$ cat config.mk
export PLATFORM = sky130hd
export DESIGN_NAME = key_event_scheduler
export DESIGN_NICKNAME = d
export VERILOG_FILES = /design/src/rtl/key_evt_pkg.sv /design/src/rtl/key_qual_chan.sv /design/src/rtl/key_event_scheduler.sv
export SDC_FILE = /design/constraint.sdc
export NUM_CORES = 1
export LEC_CHECK = 0
export BUFFER_PORTS_ARGS = -buffer_cell sky130_fd_sc_hd__buf_2
export CAP_MARGIN = 10
export CORE_ASPECT_RATIO = 1.1
export CORE_MARGIN = 5
export CORE_UTILIZATION = 50
export CTS_CLUSTER_SIZE = 8
export DETAILED_ROUTE_END_ITERATION = 16
export GPL_TIMING_DRIVEN = 0
export PLACE_DENSITY = 0.82
export SYNTH_ARGS = -nofsm -noshare
export SYNTH_HDL_FRONTEND = slang
export SYNTH_SLANG_ARGS = --single-unit
$ cat constraint.sdc
create_clock -name clk -period 2.8 [get_ports clk]
set_input_delay 0.28 -clock clk [delete_from_list [all_inputs] [get_ports clk]]
set_output_delay 0.28 -clock clk [all_outputs]
set_load 0.1 [all_outputs]
$ cat src/rtl/key_evt_pkg.sv
// Shared definitions for the key event scheduler: channel state encodings and
// width helpers for event IDs and hold counters.
package key_evt_pkg;

  localparam logic [2:0] StIdle    = 3'd0;
  localparam logic [2:0] StQual    = 3'd1;
  localparam logic [2:0] StPend    = 3'd2;
  localparam logic [2:0] StRelease = 3'd3;
  localparam logic [2:0] StLock    = 3'd4;

  function automatic int unsigned key_idw(input int unsigned n);
    return (n > 1) ? unsigned'($clog2(n)) : 1;
  endfunction

  function automatic int unsigned key_cntw(input int unsigned hold);
    return unsigned'($clog2(hold + 1));
  endfunction

endpackage

$ cat src/rtl/key_qual_chan.sv
// One hold-qualification channel: counts consecutive request cycles, holds the
// qualified event until granted, then locks (one-shot) or waits for release.
module key_qual_chan
  import key_evt_pkg::*;
#(
  parameter int unsigned HOLD_CYC = 4,
  localparam int unsigned CW = key_cntw(HOLD_CYC)
) (
  input  logic clk,
  input  logic reset,
  input  logic req,
  input  logic oneshot,
  input  logic lock_clr,
  input  logic grant,
  output logic pend,
  output logic lock
);

  logic [2:0]    state_q, state_d;
  logic [CW-1:0] cnt_q, cnt_d;

  always_comb begin
    state_d = state_q;
    cnt_d   = cnt_q;
    case (state_q)
      StIdle: begin
        if (req) begin
          cnt_d   = CW'(1);
          state_d = (HOLD_CYC == 1) ? StPend : StQual;
        end
      end
      StQual: begin
        if (!req) begin
          state_d = StIdle;
          cnt_d   = '0;
        end else if (cnt_q == CW'(HOLD_CYC - 1)) begin
          state_d = StPend;
        end else begin
          cnt_d = cnt_q + CW'(1);
        end
      end
      StPend: begin
        if (grant) state_d = oneshot ? StLock : StRelease;
      end
      StRelease: begin
        if (!req) begin
          state_d = StIdle;
          cnt_d   = '0;
        end
      end
      StLock: begin
        // Unlock goes through RELEASE so a still-held key cannot re-fire.
        if (lock_clr) state_d = StRelease;
      end
      default: begin
        state_d = StIdle;
        cnt_d   = '0;
      end
    endcase
  end

  always_ff @(posedge clk) begin
    if (reset) begin
      state_q <= StIdle;
      cnt_q   <= '0;
    end else begin
      state_q <= state_d;
      cnt_q   <= cnt_d;
    end
  end

  assign pend = (state_q == StPend);
  assign lock = (state_q == StLock);

endmodule

$ cat src/rtl/key_event_scheduler.sv
// NCH hold-qualified key channels serialised by a round-robin arbiter onto a
// single valid/ready event port.
module key_event_scheduler
  import key_evt_pkg::*;
#(
  parameter int unsigned NCH = 4,
  parameter int unsigned HOLD_CYC = 4,
  localparam int unsigned IDW = key_idw(NCH)
) (
  input  logic           clk,
  input  logic           reset,
  input  logic [NCH-1:0] key,
  input  logic [NCH-1:0] en,
  input  logic [NCH-1:0] cfg_oneshot,
  input  logic [NCH-1:0] lock_clr,
  output logic           evt_valid,
  output logic [IDW-1:0] evt_id,
  input  logic           evt_ready,
  output logic [NCH-1:0] pend_o,
  output logic [NCH-1:0] lock_o
);

  logic [NCH-1:0] req, grant;
  logic [IDW-1:0] ptr_q, win;
  logic [IDW-1:0] evt_id_q;
  logic           evt_valid_q;
  logic           slot_free, found;

  assign req       = key & en;
  assign slot_free = !evt_valid_q || evt_ready;

  for (genvar i = 0; i < NCH; i++) begin : g_chan
    key_qual_chan #(
      .HOLD_CYC(HOLD_CYC)
    ) u_chan (
      .clk     (clk),
      .reset   (reset),
      .req     (req[i]),
      .oneshot (cfg_oneshot[i]),
      .lock_clr(lock_clr[i]),
      .grant   (grant[i]),
      .pend    (pend_o[i]),
      .lock    (lock_o[i])
    );
  end

  // First pending channel after the last winner, wrapping modulo NCH.
  always_comb begin
    int unsigned idx;
    found = 1'b0;
    win   = '0;
    for (int unsigned k = 1; k <= NCH; k++) begin
      idx = (32'(ptr_q) + k) % NCH;
      if (!found && pend_o[idx]) begin
        found = 1'b1;
        win   = IDW'(idx);
      end
    end
  end

  always_comb begin
    grant = '0;
    if (slot_free && found) grant[win] = 1'b1;
  end

  always_ff @(posedge clk) begin
    if (reset) begin
      evt_valid_q <= 1'b0;
      evt_id_q    <= '0;
      ptr_q       <= IDW'(NCH - 1);
    end else if (slot_free) begin
      evt_valid_q <= found;
      if (found) begin
        evt_id_q <= win;
        ptr_q    <= win;
      end
    end
  end

  assign evt_valid = evt_valid_q;
  assign evt_id    = evt_id_q;

endmodule

==> impl_metrics.tcl, run 1 <==
set metrics [dict create \
    outcome "complete, no violations" \
    clockBufferDepth 2 \
    synth_cell_types 55 \
    start_util 0.512 \
    worstSetupStartpointType "flip-flop" \
    ys_ff_latch 29 \
    fin_setup_tns_ns 0 \
    p_per_area_nw_per_um2 875 \
    worstSetupPathType "flip-flop to output pin" \
    drtIter0Drc 146 \
    end_kind "output pin" \
    synthesis.area_um2 2020 \
    cts-root-buf "clkbuf_8" \
    reg2reg_depth 6 \
    vdd_drop_max_v 0.000840 \
    yosysTopAreaCellShare 0.288 \
    synth_flop_cell "dfxtp_1" \
    synth_cells 275 \
    finalHoldViolCount 0 \
    synth_compound_area_frac 0.259 \
    postCtsSetupRepairBufs 0 \
    synth-simple-area-share 0.274 \
    dr.pass1.iters 4 \
    cap_violations 0 \
    drive_above_1_share 0.193 \
    power_mw 2.02 \
    crit_path_cell_trace "buf_2, nor3b_1, buf_6, buf_4, buf_2" \
    crit_fanout 10 \
    synth_fa_ha_area_frac 0.0497 \
    overflow 0 \
    nNetsFinal 337 \
    dr_wl_met3_um 241 \
    synth_top_cell_by_area "dfxtp_1" \
    grt_setup_unrepaired "no" \
    drv_slew 0 \
    first_global_vias 1861 \
    skew_ns 0.00639 \
    routed_via_density 5.58 \
    cpPeakStageDelay_ns 0.41 \
    required_ns 2.52 \
    wl_per_cell_um 12.3 \
    top_layer "met4" \
    relSlewSlack 0.646 \
    area_delta_synth_final_pct 14.3 \
    synth_area_per_cell_um2 7.33 \
    htreeDepth 2 \
    gp_congestion 0.813 \
    synthMuxAreaShare 0.0199 \
    antenna_cells 0 \
    cts_tree "yes" \
    cts_resized 0 \
    synth_warnings 0 \
    dp_hpwl_um 3330 \
    tightest_slew_ns 0.531 \
    whs_path_depth 2 \
    hold_path_class "input pin to flip-flop" \
    synth_edf_count 0 \
    grt_pass1_wl_um 7650 \
    io_buffers 28 \
    yosysMostFrequentCell "nor2_1" \
    wl_um 4470 \
    core_area_um2 3930 \
    grt_usage 0.167 \
    r2r_slack_ns 0.72 \
    clock_latency_ns 0.28 \
    hold_slack_ns 0.277 \
    ys_seq_area_frac 0.288 \
    finalSetupViolations 0 \
    clock-sinks 29 \
    floorplan.die.width_um 70.5 \
    crit_top_cell "buf_2" \
    grt_start_max_net_pins 11 \
    row_count 24 \
    ios 30 \
    syn_nets 302 \
    die_h_um 76.6 \
    remaining_drc_errors 0 \
    p_leak_nw 0.971 \
    synth_xor_area_frac 0 \
    wl_met1_um 1970 \
    synth_common_cells "nor2_1, nand2_1, a21oi_1" \
    synthArstFlopShare 0 \
    fin_crit_ns 2.15 \
    cts-buffers-inserted 5 \
    fmax_ghz 0.466 \
    dr_wl_met2_um 2200 \
    critPathArrivalTime_ns 1.87 \
    cp_slowest_cell "buf_2" \
    fin_util 0.586 \
    antenna_left 0 \
    hold_buffers 0 \
    cts.clk_slew.worst_paths_ns 0.07 \
    synth_top_family_by_area "simple AND/OR/NAND/NOR gates" \
    num_vias 2026 \
    die_area_um2 5400 \
    grt_antenna_before_repair 0 \
    fin_crit_sh 0.767 \
    synth_area_leaders "dfxtp_1, a21oi_1, nor2_1, nand2_1, ha_1" \
]
## cells by family (layout without fill, tap and decap cells)
| logic type | after synthesis | after routing |
|---|---|---|
| and+or+nand+nor | 114 | 114 |
| AOI/OAI and AO/OA | 78 | 78 |
| buffers and inverters | 42 | 78 |
| DFF | 29 | 29 |
| adders and majority gates | 8 | 8 |
| muxes | 4 | 4 |
## cell type report
class	instances	area (µm²)
sequential	29	581
multi-input combinational	204	1210
buffer	25	155
fill	396	1630
clock inverter	2	10.0
tap	52	65.1
inverter	17	65.1
timing repair buffer	28	140
clock buffer	6	72.6
## sequential cells by signal (all words and copies together) (netlist names)
register and flops:
evt_valid 1, g_chan.u_chan.cnt_q 12, ptr_q 2, evt_id 2, g_chan.u_chan.state_q 12
## power by group
| part | leakage, nW | internal (mW) | switching, mW |
|---|---|---|---|
| clock network | 0.0450 | 0.172 | 0.158 |
| registers | 0.237 | 0.494 | 0.0512 |
| logic | 0.689 | 0.376 | 0.765 |
| total | 0.971 | 1.04 | 0.974 |
## stage by stage
stage                     worst slack, ns  cell area [µm²]  std cells
final                               0.653             2300        363
after CTS                           0.654             2300        363
after detailed placement            0.732             2220        355
after floorplan                     0.832             2020        275
after global placement              0.754             2220        355
after global routing                0.495             2300        363
## cells in the final DEF (no fill, tap or decap), types with 3 or more instances in the layout
| master | instances |
|---|---|
| nor2_1 | 38 |
| buf_6 | 3 |
| or3_1 | 3 |
| a2111oi_0 | 5 |
| o31a_1 | 3 |
| nand3_1 | 10 |
| a31oi_1 | 6 |
| dfxtp_1 | 29 |
| ha_1 | 8 |
| buf_2 | 31 |
| nor3_1 | 9 |
| buf_4 | 9 |
| nor2b_1 | 4 |
| clkbuf_1 | 10 |
| a221oi_1 | 4 |
| o21ai_0 | 7 |
| mux2i_1 | 4 |
| inv_1 | 16 |
| nand4_1 | 3 |
| clkinv_2 | 3 |
| o22ai_1 | 4 |
| nand2_1 | 32 |
| a21oi_1 | 30 |
| clkbuf_8 | 5 |
## worst max-delay path, delay by kind of cell, from the launching register on
kind | cells | cell delay, ns
buffers and inverters | 4 | 0.89
DFF | 1 | 0.30
and+or+nand+nor | 1 | 0.39
## per-layer routing
layer / vias to the layer above / GRT usage
met5: - / 0
met4: 0 / 0.0602
met3: 7 / 0.0356
met2: 50 / 0.289
met1: 921 / 0.200
li1: 1048 / -
## final timing paths
path,endpoint,start
setup / recovery,pend_o[1],g_chan[1].u_chan.state_q[1]
hold / removal,g_chan[1].u_chan.state_q[2],cfg_oneshot[1]
setup reg to reg,g_chan[2].u_chan.state_q[0],g_chan[3].u_chan.state_q[1]
hold reg to reg,g_chan[2].u_chan.cnt_q[1],g_chan[2].u_chan.cnt_q[1]
Power figures use the tool's default switching activity.
==> inputs of run 2 (changes only) <==
- PLACE_DENSITY: 0.82 -> 0.85
- clock period: 2.8 -> 1.7 ns (I/O delays scaled with it)
==> impl_metrics.tcl, run 2 (synthesized netlist as in run 1, its figures left out) <==
set metrics [dict create \
    area_delta_synth_final_pct 37.4 \
    fmax_ghz 0.518 \
    cts-buffers-inserted 5 \
    cp_slowest_cell "or4_4" \
    fin_setup_tns_ns -1.86 \
    die_h_um 76.6 \
    dr.pass1.iters 5 \
    cts-root-buf "clkbuf_8" \
    worstSetupStartpointType "flip-flop" \
    antenna_cells 0 \
    end_kind "flip-flop" \
    floorplan.die.width_um 70.5 \
    clockBufferDepth 2 \
    final_common_cell "buf_4" \
    drv_slew 0 \
    grt_start_max_net_pins 11 \
    grt_setup_unrepaired "yes" \
    power_mw 4.15 \
    row_count 24 \
    worst_slack_ns -0.231 \
    relSlewSlack 0.611 \
    routed_via_density 5.97 \
    critPathArrivalTime_ns 2.14 \
    cpPeakStageDelay_ns 0.47 \
    drtIter0Drc 282 \
    ios 30 \
    worstSetupPathType "flip-flop to flip-flop" \
    wl_um 6110 \
    dp_hpwl_um 3360 \
    num_vias 2329 \
    io_buffers 28 \
    nNetsFinal 364 \
    finalSetupViolations 13 \
    fin_crit_ns 1.93 \
    skew_ns 0.00484 \
    violations "setup timing" \
    fill_cells 310 \
    clock_latency_ns 0.28 \
    fin_crit_sh 1.14 \
    finalHoldViolCount 0 \
    start_util 0.512 \
    cts_tree "yes" \
    die_area_um2 5400 \
    drive_above_1_share 0.349 \
    cts.clk_slew.worst_paths_ns 0.06 \
    htreeDepth 2 \
    first_global_vias 1963 \
    outcome "finished with violations" \
    crit_fanout 5 \
    placedCellCount 355 \
    p_per_area_nw_per_um2 1500 \
    grt_pass1_wl_um 8370 \
    hold_buffers 0 \
    wl_per_cell_um 15.7 \
    grt_antenna_before_repair 0 \
    layout.cells.non_filler 390 \
    crit_path_cell_trace "or3b_4, or2b_4, nand2_1, o2111ai_2, or4_4, a31oi_1" \
    tightest_slew_ns 0.584 \
    top_regs "g_chan.u_chan.cnt_q (12), g_chan.u_chan.state_q (12)" \
    gp_congestion 0.890 \
    remaining_drc_errors 0 \
    grt_usage 0.185 \
    antenna_left 0 \
    cap_violations 0 \
    r2r_slack_ns -0.23 \
    p_leak_nw 1.15 \
    overflow 0 \
    clock-sinks 29 \
    mostFrequentLayoutCells "buf_4, nor2_1, nand2_1" \
    required_ns 1.91 \
    vdd_drop_max_v 0.000683 \
    hold_path_class "input pin to flip-flop" \
    core_area_um2 3930 \
]
-- run 2: cell types whose count changed in the layout (fill, tap and decap cells not counted), sizes merged --
| cell | change |
|---|---|
| buf | +29 |
| clkinv | -2 |
-- run 2: power breakdown --
group          internal (mW)  leakage, nW  switching (mW)
registers              0.826        0.243           0.113
logic                   1.10        0.871            1.56
clock network          0.290       0.0395           0.260
-- run 2: cell type report --
class | instances | area (µm²) | area share
multi-input combinational | 204 | 1350 | 0.488
buffer | 19 | 118 | 0.0425
clock buffer | 8 | 80.1 | 0.0289
inverter | 17 | 68.8 | 0.0249
sequential | 29 | 604 | 0.218
timing repair buffer | 61 | 480 | 0.174
tap | 52 | 65.1 | 0.0235
-- run 2: through the flow --
stage / cell area [µm²] / util / setup slack [ns] / hold WS [ns]
after detailed placement: 2240 / 0.570 / -0.356 / 0.455
after global placement: 2240 / 0.570 / -0.311 / 0.442
final: 2770 / 0.704 / -0.231 / 0.174
after global routing: 2770 / 0.704 / -0.267 / 0.187
after CTS: 2550 / 0.649 / -0.258 / 0.172
after floorplan: 2040 / - / -0.167 / 0.321
-- run 2: critical path: cells and delay by family, from the launching register on --
kind | cells | cell delay (ns)
compound gates | 2 | 0.37
flops | 1 | 0.32
simple gates | 4 | 1.18
-- run 2: final timing paths --
| check | end | start | cells after the start |
|---|---|---|---|
| setup reg to reg | g_chan[0].u_chan.state_q[0] | g_chan[2].u_chan.state_q[1] | 6 |
| hold / removal | g_chan[2].u_chan.state_q[2] | cfg_oneshot[2] | 3 |
| hold reg to reg | g_chan[1].u_chan.cnt_q[1] | g_chan[1].u_chan.cnt_q[1] | 2 |
| setup / recovery | g_chan[0].u_chan.state_q[0] | g_chan[2].u_chan.state_q[1] | 6 |
-- run 2: timing repair --
item                       in CTS  in global routing
buffers inserted               16                 18
resized for setup              35                 36
pin swaps                      12                 12
setup endpoints to repair      24                 29
gates cloned                    0                  0
-- run 2: per-layer routing --
metal	GRT usage	share of wire	vias up	wire, µm
li1	-	-	1106	-
met1	0.223	0.41	1093	2490
met2	0.316	0.50	112	3070
met3	0.0435	0.062	18	379
met4	0.0658	0.028	0	171
met5	0	0	-	0
